--- config.mk ---
export PLATFORM = sky130hd
export DESIGN_NAME = modem_loopback_bist
export DESIGN_NICKNAME = d
export VERILOG_FILES = /design/src/rtl/modem_loopback_bist.sv
export SDC_FILE = /design/constraint.sdc
export NUM_CORES = 1
export LEC_CHECK = 0
export ABC_AREA = 0
export CORE_MARGIN = 10
export CORE_UTILIZATION = 47
export CTS_CLUSTER_SIZE = 16
export DETAILED_ROUTE_END_ITERATION = 10
export PLACE_DENSITY = 0.69
export RECOVER_POWER = 50
export REMOVE_ABC_BUFFERS = 1
export SYNTH_ARGS = -nofsm -noshare
export SYNTH_HDL_FRONTEND = slang
export SYNTH_SLANG_ARGS = --single-unit
--- constraint.sdc ---
create_clock -name clk_h -period 8 [get_ports clk_h]
set_input_delay 2.4 -clock clk_h [delete_from_list [all_inputs] [get_ports clk_h]]
set_output_delay 2.4 -clock clk_h [all_outputs]
set_load 0.05 [all_outputs]
--- src/rtl/modem_loopback_bist.sv ---
// modem_loopback_bist: PRBS-9 loopback self-test sequencer for the modem TX/RX halves
module modem_loopback_bist #(
   parameter int RST_CYCLES  = 64,
   parameter int WARM_CYCLES = 1024,
   parameter int TIMEOUT     = 1048576,
   parameter int TO_W        = 21
) (
   input  logic        clk_h,
   input  logic        rst,
   input  logic        start,
   input  logic        abort,
   input  logic [15:0] n_bytes,
   input  logic        corr_pr_detect,
   output logic        switch_on,
   output logic        tx_run,
   output logic        rx_run,
   output logic [7:0]  bist_tdata,
   output logic        bist_tvalid,
   input  logic        bist_tready,
   input  logic [7:0]  rx_tdata,
   input  logic        rx_tvalid,
   output logic        rx_tready,
   output logic        busy,
   output logic        done,
   output logic        pass,
   output logic        timeout,
   output logic        det_seen,
   output logic [15:0] err_cnt,
   output logic [15:0] rx_cnt
);
   typedef enum logic [2:0] {IDLE, RESET, RX_WARM, TX_RUN, DRAIN, DONE, FAIL} state_t;
   state_t state, nxt;
   logic [TO_W-1:0] tmr;
   logic [15:0] n_lat, tx_cnt, err_nxt, rx_nxt;
   logic [8:0] tx_lfsr, rx_lfsr, tx_lfsr_nxt, rx_lfsr_nxt;
   logic [7:0] tx_byte, rx_byte;
   logic idle_st, run_st, go, tx_hs, rx_hit, rx_err, last_tx, last_rx, tmr_end, det_nxt, done_in, fail_in;

   function automatic logic [16:0] prbs_byte(input logic [8:0] seed);
      logic [8:0] s;
      logic [7:0] b;
      s = seed;
      b = '0;
      for (int i = 7; i >= 0; i--) begin
         b[i] = s[8];
         s = {s[7:0], s[8] ^ s[4]};
      end
      return {b, s};
   endfunction

   assign {tx_byte, tx_lfsr_nxt} = prbs_byte(tx_lfsr);
   assign {rx_byte, rx_lfsr_nxt} = prbs_byte(rx_lfsr);
   assign idle_st = state inside {IDLE, DONE, FAIL};
   assign run_st  = state inside {TX_RUN, DRAIN};
   assign go      = idle_st & start & ~abort & (n_bytes != 16'd0);
   assign tx_hs   = bist_tvalid & bist_tready;
   assign rx_hit  = run_st & rx_tvalid;
   assign rx_err  = rx_hit & (rx_tdata != rx_byte);
   assign err_nxt = (rx_err && err_cnt != 16'hFFFF) ? err_cnt + 16'd1 : err_cnt;
   assign rx_nxt  = (rx_hit && rx_cnt != 16'hFFFF) ? rx_cnt + 16'd1 : rx_cnt;
   assign last_rx = rx_hit & (rx_nxt == n_lat);
   assign last_tx = tx_hs & (tx_cnt + 16'd1 == n_lat);
   assign tmr_end = tmr == TO_W'(TIMEOUT - 1);
   assign det_nxt = det_seen | (corr_pr_detect & (run_st | (state == RX_WARM)));
   assign done_in = run_st & (nxt == DONE);
   assign fail_in = run_st & (nxt == FAIL);

   // state register
   always_ff @(posedge clk_h or posedge rst)
      if (rst) state <= IDLE;
      else state <= nxt;

   // next state (abort beats start, completion beats timeout) and state-decoded enables
   always_comb begin
      nxt = (abort & ~idle_st) ? IDLE :
            go ? RESET :
            (state == RESET && tmr == TO_W'(RST_CYCLES - 1)) ? RX_WARM :
            (state == RX_WARM && tmr == TO_W'(WARM_CYCLES - 1)) ? TX_RUN :
            !run_st ? state :
            last_rx ? DONE :
            tmr_end ? FAIL :
            last_tx ? DRAIN : state;
      switch_on = ~idle_st;
      busy = ~idle_st;
      rx_run = run_st | (state == RX_WARM);
      tx_run = run_st;
      bist_tvalid = state == TX_RUN;
      bist_tdata = bist_tvalid ? tx_byte : 8'h00;
   end

   // phase timer, PRBS generators, byte counters and held results
   always_ff @(posedge clk_h or posedge rst)
      if (rst) begin
         tmr <= '0;
         n_lat <= '0;
         tx_cnt <= '0;
         tx_lfsr <= 9'h1FF;
         rx_lfsr <= 9'h1FF;
         err_cnt <= '0;
         rx_cnt <= '0;
         pass <= 1'b0;
         timeout <= 1'b0;
         det_seen <= 1'b0;
         done <= 1'b0;
         rx_tready <= 1'b0;
      end else begin
         rx_tready <= 1'b1;
         tmr <= (nxt == state || nxt == DRAIN) ? tmr + TO_W'(1) : '0;
         done <= done_in | fail_in;
         if (go) begin
            n_lat <= n_bytes;
            tx_cnt <= '0;
            tx_lfsr <= 9'h1FF;
            rx_lfsr <= 9'h1FF;
            err_cnt <= '0;
            rx_cnt <= '0;
            pass <= 1'b0;
            timeout <= 1'b0;
            det_seen <= 1'b0;
         end else begin
            det_seen <= det_nxt;
            err_cnt <= err_nxt;
            rx_cnt <= rx_nxt;
            if (rx_hit) rx_lfsr <= rx_lfsr_nxt;
            if (tx_hs) begin
               tx_lfsr <= tx_lfsr_nxt;
               tx_cnt <= tx_cnt + 16'd1;
            end
            if (abort & ~idle_st) pass <= 1'b0;
            else if (done_in) pass <= (err_nxt == 16'd0) & det_nxt;
            else if (fail_in) begin
               pass <= 1'b0;
               timeout <= 1'b1;
            end
         end
      end
endmodule

* After elaboration in Yosys (flattened, before gate mapping) *
Index checks and enable logic that the tools add are counted.

word-level totals
  input bits = 31
  word-level logic and storage cells = 115
  output and inout port bits = 50
  flip-flop bits (word level) = 111

cells by class
  mux-type cells = 29
  equality and inequality tests = 20
  bitwise gates (word level) = 34
  add/sub/neg operators = 4
  reduce and logical (&&, ||, !) cells = 15

operators with widths
  operator                 count
  $mux W16                 6
  $add A16 B1 Y16 const B  3
  $mux W9                  4
  $eq A16 B16 Y1           2
  $ne A16 B16 Y1 const B   2
  $mux W3                  8
  $add A21 B1 Y21 const B  1
  $eq A21 B10 Y1 const B   1
  $eq A21 B20 Y1 const B   1
  $eq A21 B6 Y1 const B    1
  $mux W21                 1
  $eq A3 B3 Y1 const B     6
  $logic_not A16 Y1        1
  $reduce_bool A16 Y1      1
  $xor A1 B1 Y1            16
  $and A1 B1 Y1            13
  $mux W1                  9
  $mux W8                  1
  $ne A8 B8 Y1             1
  $reduce_bool A2 Y1       4
  $eq A3 B2 Y1 const B     2
  $logic_and A1 B1 Y1      4
  $ne A2 B2 Y1 const B     2
  $reduce_bool A4 Y1       1
  other kinds (8)          11

* Depth between registers and ports, before layout *
  word-level depth = 19
  mapped depth = 15

* Worst setup path before layout *
OpenSTA, ideal clock, no wires.

  kind = input -> register
  from = in rx_tvalid
  to = reg tmr[0]
  cell stages on the path = 10
  data required time = 7904 ps
  path buffers = 1
  slack = 3117 ps
  setup time = 96 ps
  data arrival time = 4787 ps
  cells stage by stage = o21ai_4 > nor3_1 > mux2_2 > a221oi_1 > nand4_1 > o31a_1 > o21a_1 > o311a_1 > buf_2 > nor4_2

on the way
  word-level cells in the longest chain between the ends = 14

RTL lines
  item                    line  source
  start: declaration      21    input logic rx_tvalid,
  $and A1 B1 Y1 (*)       57    assign rx_hit = run_st & rx_tvalid;
  $logic_and A1 B1 Y1     60    assign rx_nxt = (rx_hit && rx_cnt != 16'hFFFF) ? rx_cnt + 16'd1 : rx_cnt;
  $mux W16                60
  $eq A16 B16 Y1          61    assign last_rx = rx_hit & (rx_nxt == n_lat);
  $and A1 B1 Y1 (*)       61
  $mux W3 (*)             80    last_rx ? DONE :
  $mux W3 (*)             79    !run_st ? state :
  $mux W3 (*)             78    (state == RX_WARM && tmr == TO_W'(WARM_CYCLES - 1)) ? TX_RUN :
  $mux W3 (*)             77    (state == RESET && tmr == TO_W'(RST_CYCLES - 1)) ? RX_WARM :
  $mux W3 (*)             76    go ? RESET :
  $mux W3 (*)             75    nxt = (abort & ~idle_st) ? IDLE :
  $eq A3 B3 Y1            108   tmr <= (nxt == state || nxt == DRAIN) ? tmr + TO_W'(1) : '0;
  $logic_or A1 B1 Y1 (*)  108
  $mux W21 (*)            108
  end signal: assignment  108
  end: declaration        33    logic [TO_W-1:0] tmr;

Every way passes the cells marked *; elsewhere a longest branch is shown, timed or not.
A chain may end at the register's enable or synchronous reset.

* Final worst setup path *
  from = in rx_tvalid
  to = reg tmr[8]

on the way
  word-level cells in the longest chain between the ends = 14

RTL lines
  item                    line  source
  $and A1 B1 Y1 (*)       57
  $logic_and A1 B1 Y1     60
  $mux W16                60
  $eq A16 B16 Y1          61
  $and A1 B1 Y1 (*)       61
  $mux W3 (*)             80
  $mux W3 (*)             79
  $mux W3 (*)             78
  $mux W3 (*)             77
  $mux W3 (*)             76
  $mux W3 (*)             75
  named net nxt[0]        32    state_t state, nxt;
  $eq A3 B3 Y1            108
  $logic_or A1 B1 Y1 (*)  108
  $mux W21 (*)            108

The timed path passes the listed nets; every way through them passes the cells marked *.

==> flow_summary.json <==
{
  "synthCells": 847,
  "synth_xor_area_frac": 0.139,
  "period_needed_ps": 6370,
  "drc": 0,
  "netlist_top_cells_count": "116 x nand2_1, 101 x nor2_1, 93 x dfrtp_1",
  "synthAdderAreaFrac": 0.00680,
  "muxShareOfSynthArea": 0.0129,
  "synth_top_family_by_area": "simple AND/OR/NAND/NOR gates",
  "fin_worst_skew_ps": 12.8,
  "die_h_um": 145,
  "fin_tns_setup_ps": 0,
  "insertion_delay_ps": 370,
  "grt_pass1_wl_mm": 31.4,
  "cp_slowest_stage_delay_ps": 870,
  "period_share": 0.797,
  "dr.pass1.iters": 5,
  "vias": 6290,
  "antenna_cells": 0,
  "drt-vias-per-instance": 5.66,
  "nets": 931,
  "synth_area_leader_cell": "dfrtp_1",
  "yosys_warnings": 0,
  "vdd_drop_max_v": 0.000126,
  "post_cts_resized": 0,
  "ys_seq_area_frac": 0.380,
  "place_congestion": 0.941,
  "clkTransAtPathRegs_ps": 70,
  "cp_max_fo": 27,
  "postCtsSetupBuffers": 0,
  "cts_tree": "yes",
  "rsz0062_at_grt": "no",
  "hold_path_class": "register to register",
  "path_cells": "clkdlybuf4s50_1, o21ai_4, nor3_1, mux2_2, a221oi_1, nand3_1, nor4b_2, o22ai_1, inv_2, o311a_1, nor3_1",
  "cts.root.buffer_cell": "clkbuf_16",
  "synth_top_area_share": 0.316,
  "antenna_found_initial": 0,
  "synth-seq-cells": 111,
  "crit_arrival_ps": 6570,
  "floorplan.initialDensity": 0.482,
  "synth.distinct_cells": 78,
  "yosys.area_share.simple": 0.311,
  "end_kind": "register",
  "numCtsBuffers": 9,
  "grt_overflow": 0,
  "track_usage": 0.177,
  "fp.dieW_um": 145,
  "cts.path.max_buffers": 2,
  "multi_input_area_um2": 4260,
  "max_slew.worst_pin.slew_ps": 2550,
  "final_util": 0.559,
  "synthToLayoutAreaGrowth_pct": 15.9,
  "fillCellCount": 1428,
  "place_area_um2": 8240,
  "setup_violations": 0,
  "antenna_left": 0,
  "crit_required_ps": 8200,
  "synthFlopType": "dfrtp_1",
  "cpMostUsedCell": "nor3_1",
  "rows": 45,
  "regArea_um2": 2800,
  "synth_compound_area_frac": 0.108,
  "ys_async_sr_fraction": 1.00,
  "die_area_um2": 21100,
  "synth_area_per_cell_um2": 8.69,
  "cp_slowest_cell": "o311a_1",
  "drv_cap": 2,
  "clkSinkCount": 111,
  "core_area_um2": 15300,
  "violations": "capacitance limit, slew limit",
  "grt_max_degree": 59,
  "power_mw": 1.45,
  "final_area_um2": 8530,
  "routed_wl_mm": 18.9,
  "status": "finished with violations",
  "maxSlewViolCount": 92,
  "fmax_mhz": 157,
  "hpwl_mm": 13.7,
  "io_pins": 81,
  "cts_max_level": 3,
  "mappedNetlistArea_um2": 7360,
  "synth-edff-count": 0,
  "grt_pass1_vias": 6145,
  "portBuffers": 80,
  "crit_type": "input port to register",
  "cts_hold_buffers": 0,
  "wl_per_cell_um": 17.0,
  "max_slew_margin": -0.712,
  "drt_iter0_markers": 538,
  "powerDensity_nw_per_um2": 171,
  "synth.area.top_cells": "dfrtp_1 32%, xnor2_1 8.0%, dfstp_2 6.4%",
  "yosysMostFrequentCell": "nand2_1",
  "startpoint_type": "input port",
  "p_leak_nw": 3.51,
  "final_layout_size_suffix_gt1_frac": 0.0866,
  "timing_hold_violations_final": 0
}
stage by stage:
stage / std cells / hold WS [ps] / worst slack [ps]
2_1_floorplan: 799 / 470 / 2650
3_3_place_gp: 1096 / 491 / 1390
3_5_place_dp: 1096 / 493 / 1300
4_1_cts: 1112 / 505 / 1690
5_1_grt: 1112 / 524 / 1330
6_report: 1112 / 501 / 1630
state kept, by name (all words and copies together), names as in the netlist:
register	count
det_seen	1
done	1
err_cnt	16
n_lat	16
pass	1
rx_cnt	16
rx_lfsr	9
rx_tready	1
state	3
timeout	1
tmr	21
tx_cnt	16
tx_lfsr	9
cells by family after synthesis:
kind of cell | after synthesis
buffers and inverters | 65
xor gates and xnor gates | 114
other | 1
adders and majority gates | 4
DFF | 111
AOI/OAI and AO/OA | 110
muxes | 9
and+or+nand+nor | 433
power by group:
part,switching (mW),internal [mW],leakage [nW],total [mW]
Combinational,0.179,0.137,1.91,0.316
Clock,0.212,0.252,0.146,0.464
Sequential,0.0719,0.602,1.46,0.674
Total,0.462,0.992,3.51,1.45
path summary, 6_finish.rpt:
path | start | end | slack, ps | depth (start not counted)
max | rx_tvalid | tmr[8] | 1630 | 11
min reg2reg | rx_lfsr[0] | rx_lfsr[0] | 500 | 2
min | rx_lfsr[0] | rx_lfsr[0] | 500 | 2
max reg2reg | rx_cnt[0] | tmr[8] | 3060 | 12
min in group asynchronous | rst | err_cnt[9] | 3190 | 2
max in group asynchronous | rst | rx_cnt[7] | 3200 | 3
metal layers:
layer  share of wire  vias to the layer above  track usage
li1                -                     3087            -
met4           0.021                        0       0.0612
met3           0.048                       27       0.0354
met2            0.46                      151        0.275
met5               0                        -            0
met1            0.47                     3025        0.239
critical path: cells and delay by family:
family	cells	cell delay (ps)
buffers and inverters	2	760
AND/OR/NAND/NOR	4	1200
AO/OA/AOI/OAI	4	1810
multiplexers	1	380
cell type report:
| cell class | instances | share of cell area |
|---|---|---|
| multi-input cells | 671 | 0.499 |
| flip-flops and latches | 111 | 0.328 |
| repair buffers | 86 | 0.0987 |
| well taps | 211 | 0.0310 |
| clock buffers | 11 | 0.0285 |
| inverters | 17 | 0.00778 |
| clock inverters | 5 | 0.00660 |
placed cells by master, fill, tap and decap left out, types with 6 or more instances in the layout:
| master | netlist | layout |
|---|---|---|
| o22ai_1 | 6 | 6 |
| inv_1 | 15 | 14 |
| dfrtp_1 | 93 | 93 |
| nor4_2 | 14 | 14 |
| o211ai_1 | 13 | 13 |
| a21oi_1 | 21 | 21 |
| nand2b_1 | 8 | 8 |
| clkdlybuf4s50_1 | 0 | 59 |
| nand2_1 | 116 | 116 |
| dfstp_2 | 18 | 18 |
| dlygate4sd3_1 | 0 | 21 |
| nor3_1 | 37 | 37 |
| nor4_1 | 19 | 19 |
| and4_1 | 6 | 6 |
| clkbuf_16 | 0 | 9 |
| xor2_1 | 45 | 45 |
| and2_1 | 13 | 13 |
| and3_1 | 17 | 17 |
| nor2_1 | 101 | 101 |
| o21ai_0 | 17 | 17 |
| nand3_1 | 42 | 42 |
| xnor2_1 | 67 | 67 |
| nand4_1 | 28 | 28 |
Note: power is estimated with default switching activity, not from simulation.
